[src/rtl/parallel_in_serial_out_enable_fsm.sv]
// Parallel-load, serial-out shift register with shift enable and a load/busy/done handshake.
// One WIDTH-bit word is serialised over WIDTH enabled edges; Done pulses for one cycle afterwards.
module parallel_in_serial_out_enable_fsm #(
  parameter int unsigned WIDTH     = 4,
  parameter bit          MSB_FIRST = 1'b1
) (
  input  logic                           Clk,
  input  logic                           Reset,
  input  logic                           Load,
  input  logic [WIDTH-1:0]               ParallelIn,
  input  logic                           ShiftEn,
  input  logic                           ShiftIn,
  output logic                           ShiftOut,
  output logic                           Busy,
  output logic                           Done,
  output logic [$clog2(WIDTH+1)-1:0]     BitCount
);

  localparam int unsigned CNT_W = $clog2(WIDTH + 1);

  typedef enum logic [1:0] {
    ST_IDLE  = 2'd0,
    ST_SHIFT = 2'd1,
    ST_DONE  = 2'd2
  } state_t;

  state_t             state_q, state_d;
  logic [WIDTH-1:0]   shreg_q, shreg_d;
  logic [CNT_W-1:0]   cnt_q,   cnt_d;
  logic [WIDTH-1:0]   shifted;

  // Fill bit enters at the end opposite the output end.
  always_comb begin
    if (MSB_FIRST) begin
      shifted = {shreg_q[WIDTH-2:0], ShiftIn};
    end else begin
      shifted = {ShiftIn, shreg_q[WIDTH-1:1]};
    end
  end

  always_ff @(posedge Clk) begin
    if (Reset) begin
      state_q <= ST_IDLE;
      shreg_q <= '0;
      cnt_q   <= '0;
    end else begin
      state_q <= state_d;
      shreg_q <= shreg_d;
      cnt_q   <= cnt_d;
    end
  end

  // Next-state logic; Load is only honoured in IDLE and DONE so a word in flight is never corrupted.
  always_comb begin
    state_d = state_q;
    shreg_d = shreg_q;
    cnt_d   = cnt_q;
    unique case (state_q)
      ST_IDLE: begin
        if (Load) begin
          shreg_d = ParallelIn;
          cnt_d   = CNT_W'(WIDTH);
          state_d = ST_SHIFT;
        end
      end
      ST_SHIFT: begin
        if (ShiftEn) begin
          shreg_d = shifted;
          cnt_d   = cnt_q - CNT_W'(1);
          if (cnt_q == CNT_W'(1)) begin
            state_d = ST_DONE;
          end
        end
      end
      ST_DONE: begin
        if (Load) begin
          shreg_d = ParallelIn;
          cnt_d   = CNT_W'(WIDTH);
          state_d = ST_SHIFT;
        end else begin
          state_d = ST_IDLE;
        end
      end
      default: begin
        state_d = ST_IDLE;
        cnt_d   = '0;
      end
    endcase
  end

  assign ShiftOut = MSB_FIRST ? shreg_q[WIDTH-1] : shreg_q[0];
  assign Busy     = (state_q == ST_SHIFT);
  assign Done     = (state_q == ST_DONE);
  assign BitCount = cnt_q;

endmodule

[config.mk]
export PLATFORM = sky130hd
export DESIGN_NAME = parallel_in_serial_out_enable_fsm
export DESIGN_NICKNAME = d
export VERILOG_FILES = /design/src/rtl/parallel_in_serial_out_enable_fsm.sv
export SDC_FILE = /design/constraint.sdc
export NUM_CORES = 1
export LEC_CHECK = 0
export CAP_MARGIN = 20
export CORE_AREA = 5 5 42 44
export CTS_CLUSTER_DIAMETER = 60
export DETAILED_ROUTE_END_ITERATION = 8
export DIE_AREA = 0 0 47 49
export PLACE_DENSITY = 0.75
export SLEW_MARGIN = 10
export SYNTH_ARGS = -nofsm -noshare
export SYNTH_HDL_FRONTEND = slang
export SYNTH_SLANG_ARGS = --single-unit
export TNS_END_PERCENT = 5
[constraint.sdc]
create_clock -name Clk -period 1.3 [get_ports Clk]
set_input_delay 0.26 -clock Clk [delete_from_list [all_inputs] [get_ports Clk]]
set_output_delay 0.26 -clock Clk [all_outputs]
set_load 0.005 [all_outputs]
After elaboration in Yosys (flattened, before gate mapping)
Cells that the tools add are included.
{ "totals": {"ff_bits": 9, "elab_cells": 28} }
{ "classes": {"eq_ne": 7, "n_reduce_logical": 6, "addsub": 1, "muxes": 11} }
{ "op_table": {"columns": ["operator", "n"], "rows": [
  ["$mux W4", 2],
  ["$pmux W4 S2", 1],
  ["$mux W2", 3],
  ["$mux W3", 2],
  ["$pmux W2 S3", 1],
  ["$pmux W3 S2", 1],
  ["$reduce_and A3 Y1", 2],
  ["$ne A2 B1 Y1 const B", 2],
  ["$ne A2 B2 Y1 const B", 2],
  ["$eq A3 B1 Y1 const B", 1],
  ["$sub A3 B1 Y3 const B", 1],
  ["$eq A2 B1 Y1 const B", 1],
  ["$eq A2 B2 Y1 const B", 1],
  ["$logic_not A2 Y1", 1],
  ["$reduce_and A2 Y1", 1],
  ["$reduce_bool A2 Y1", 1],
  ["$reduce_or A2 Y1", 1],
  ["$mux W1", 1]
]} }

Longest topological paths before layout
{ "logic_depth": {"ltp_word": 4, "depth_mapped": 5} }

Worst setup path before layout
No wires, ideal clock.
{ "synth_timing": {"kind": "register -> register", "start": "register cnt_q[0], in the netlist BitCount[0]", "end": "register cnt_q[2], in the netlist BitCount[2]", "n_path_buf": 0, "stages_incl_launch_ff": 6, "path_slack_ns": 0.247, "arrival_time_ns": 0.937, "setup_time_ns": 0.116, "path_cell_list": "dfxtp_1 inv_1 ha_1 nand2_1 a21oi_1 o211a_1"} }
{ "synth_between": {"elab_chain_len": 3} }
{ "synth_lines": {"columns": ["element", "line", "text"], "rows": [
  ["start, declared", "29", "logic [CNT_W-1:0] cnt_q, cnt_d;"],
  ["start signal, assigned", "49", "cnt_q <= cnt_d;"],
  ["$sub A3 B1 Y3", "69", "cnt_d = cnt_q - CNT_W'(1);"],
  ["$mux W3", "67", "if (ShiftEn) begin"],
  ["$pmux W3 S2", "58", "unique case (state_q)"]
]} }
No other way between the ends. The select of a mux whose other input is x is not followed.
A chain may end at the register's enable or synchronous reset.

Worst setup path after layout
{ "layout_timing": {"start": "register state_q[1]", "end": "output Done"} }
{ "layout_between": {"elab_chain_len": 1} }
{ "layout_lines": {"columns": ["element", "line", "text"], "rows": [
  ["start, declared", "27", "state_t state_q, state_d;"],
  ["start signal, assigned", "47", "state_q <= state_d;"],
  ["$eq A2 B2 Y1", "93", "assign Done = (state_q == ST_DONE);"],
  ["end, declared", "15", "output logic Done,"]
]} }
No other way between the ends.

==> reports/metrics.yaml <==
clock_network:
  numCtsBuffers: 3
  clk_pin_slew_worst_paths_ns: 0.07
  cts.sinks: 9
  cts_tree: "done"
  h-tree-depth: 1
  clock_path_buffers: 2
  ctsHoldBuffers: 0
  root_buffer: "clkbuf_4"
  clock_latency_ns: 0.27
detailed_routing:
  drc: 0
  firstDrtPassIters: 4
  routed_wl_microns: 1110
  drtAntennaViolNets: 0
  detail_route.vias_per_cell: 5.05
  vias: 444
  drt-initial-drc-count: 4
  wl_per_cell_microns: 12.6
hold_path:
  min_from: "BitCount[1]"
  hold_class: "flip-flop to flip-flop"
  holdPathEnd: "BitCount[1]"
  hold_depth: 2
critical_path:
  critPathMaxFanout: 3
  critPathSlowestCell: "dfxtp_2"
  crit_path_start: "state_q[1]"
  crit_required_ns: 1.04
  cp-start-kind: "flip-flop"
  path_class: "flip-flop to output port"
  r2r-end: "shreg_q[3]"
  critPathMaxStageDelay_ns: 0.32
  rr_startpoint: "state_q[0]"
  path_buf_inv: 1
  critical_path.cell_chain: "nor2b_1, dlygate4sd2_1"
  r2r_cells: 3
  cp_top_family: "flip-flops"
  end_kind: "output port"
  crit_arrival_ns: 0.95
  rrSetupSlack_ns: 0.13
grt:
  grt_max_degree: 10
  grt_util_all_layers: 0.111
  grt_pass1_vias: 423
  grt-busiest-layer: "met2"
  grt_antenna_before_repair: 0
  use_met2: 0.167
  gr-total-overflow: 0
  met1_usage: 0.131
  grt_first_pass_wirelength_microns: 1820
  grt_util_met3: 0.0443
run:
  drv_cap: 0
power_and_ir_drop:
  finalPower_w: 0.000709
  vdd_ir_drop_max_mv: 0.477
  p_leak_nw: 0.319
  power.density_mw_per_mm2: 1020
final_layout:
  final_cell_mix: "clkdlybuf4s50_1, buf_4, dlygate4sd2_1"
  syn_to_final_growth_pct: 44.3
  finalNetCount: 84
  final_common_cell: "clkdlybuf4s50_1"
  fillerInstances: 147
  diodes: 0
  fin_cells: 88
  drive_above_1_share: 0.306
timing:
  max_clock_freq_mhz: 825
  final_hold_viol_count: 0
  period_share: 0.933
  rsz0062_at_grt: "no"
  fin_worst_skew_ns: 0.00498
  slew_viol_final: 0
  tightest_slew_ns: 0.242
  maxSlewHeadroom: 0.838
  min_period_ns: 1.21
  setup_violations: 0
floorplan:
  rows: 14
  io-pin-count: 15
  initial_utilization: 0.345
  fp.dieW_microns: 47
  fp.dieArea_sq_mm: 0.00230
  core_sq_mm: 0.00140
  die_h_microns: 49
outcome:
  status: "completed"
placement:
  dp_hpwl_microns: 871
  dp_cells: 84
  gp_congestion: 0.732
  io_buffers: 14
synth:
  syn_nets: 61
  async_flop_share: 0
  synthesis.area_sq_um: 483
  syn_area_per_cell_sq_um: 9.66
  synth_cell_types: 22
  synthCells: 50
  yosysWarnings: 0
  yosysSeqAreaShare: 0.373
  ys_ff_latch: 9
  synth-main-ff-cell: "dfxtp_1"
  synth_edf_count: 0
## repair_timing
item,4_1_cts,5_1_grt
endpoints found under the hold margin,0,0
setup buffers,0,0
setup endpoints to repair,6,5
gates resized for setup,12,3
pin swaps,0,0
## area by class of cell
class / count / area, sq um / area share
sequential: 9 / 189 / 0.271
timing repair buffer: 21 / 181 / 0.260
inverter: 3 / 11.3 / 0.0162
clock buffer: 4 / 26.3 / 0.0377
tap: 16 / 20.0 / 0.0287
multi-input combinational: 35 / 269 / 0.386
## flip-flops by register name (all words and copies together) (netlist names)
name / flops
shreg_q: 4
BitCount: 3
state_q: 2
## report_power, final
part | switching (W) | internal, W
clock network | 0.000108 | 0.000119
registers | 0.0000158 | 0.000300
logic | 0.0000714 | 0.0000947
total | 0.000195 | 0.000513
## tightest hold or removal path, cell delays in order, from the launching register on
cell and delay [ns]:
dfxtp_2 0.33, nand2_1 0.06, a21oi_1 0.06
## Yosys cell counts (2+ instances only)
library cell,count,area (sq um)
a21oi_1,4,20.0
o21ai_2,4,35.0
o311a_1,4,40.0
nor2_1,3,11.3
nand2_1,3,11.3
mux2i_1,4,40.0
inv_1,3,11.3
dfxtp_1,9,180
nor2b_1,2,12.5
ha_1,2,25.0
## cell families (layout without fill, tap and decap cells)
| group | count (synthesis) | count (layout) | synth area share |
|---|---|---|---|
| fa+ha+maj | 2 | 2 | 0.0518 |
| mux | 4 | 4 | 0.0829 |
| flops | 9 | 9 | 0.373 |
| xor+xnor | 1 | 1 | 0.0181 |
| buf+inv | 6 | 28 | 0.0725 |
| simple gates | 13 | 13 | 0.153 |
| compound gates | 15 | 15 | 0.249 |
## how the worst max path moves through the flow
stage                       end  slack, ns  depth (start not counted)
floorplan           BitCount[2]       0.25                          5
CTS                        Busy       0.02                          2
global placement     shreg_q[3]      -0.12                          4
global route               Done       0.04                          2
detailed placement   shreg_q[3]      -0.15                          4
finish                     Done       0.09                          2
## per-layer routing
metal | up-vias | wire [microns]
li1 | 226 | -
met3 | 4 | 100
met4 | 0 | 23
met2 | 13 | 539
met1 | 201 | 447
met5 | - | 0
## metrics by stage
stage	worst slack [ns]	area, sq um	hold WS [ns]	utilization	setup TNS (ns)
floorplan	0.247	483	0.329	-	0
global placement	-0.120	672	0.482	0.479	-0.455
detailed placement	-0.152	672	0.502	0.479	-0.565
CTS	0.0206	699	0.491	0.499	0
global route	0.0408	697	0.520	0.497	0
finish	0.0872	697	0.485	0.497	0
(Power assumes the default switching activity.)
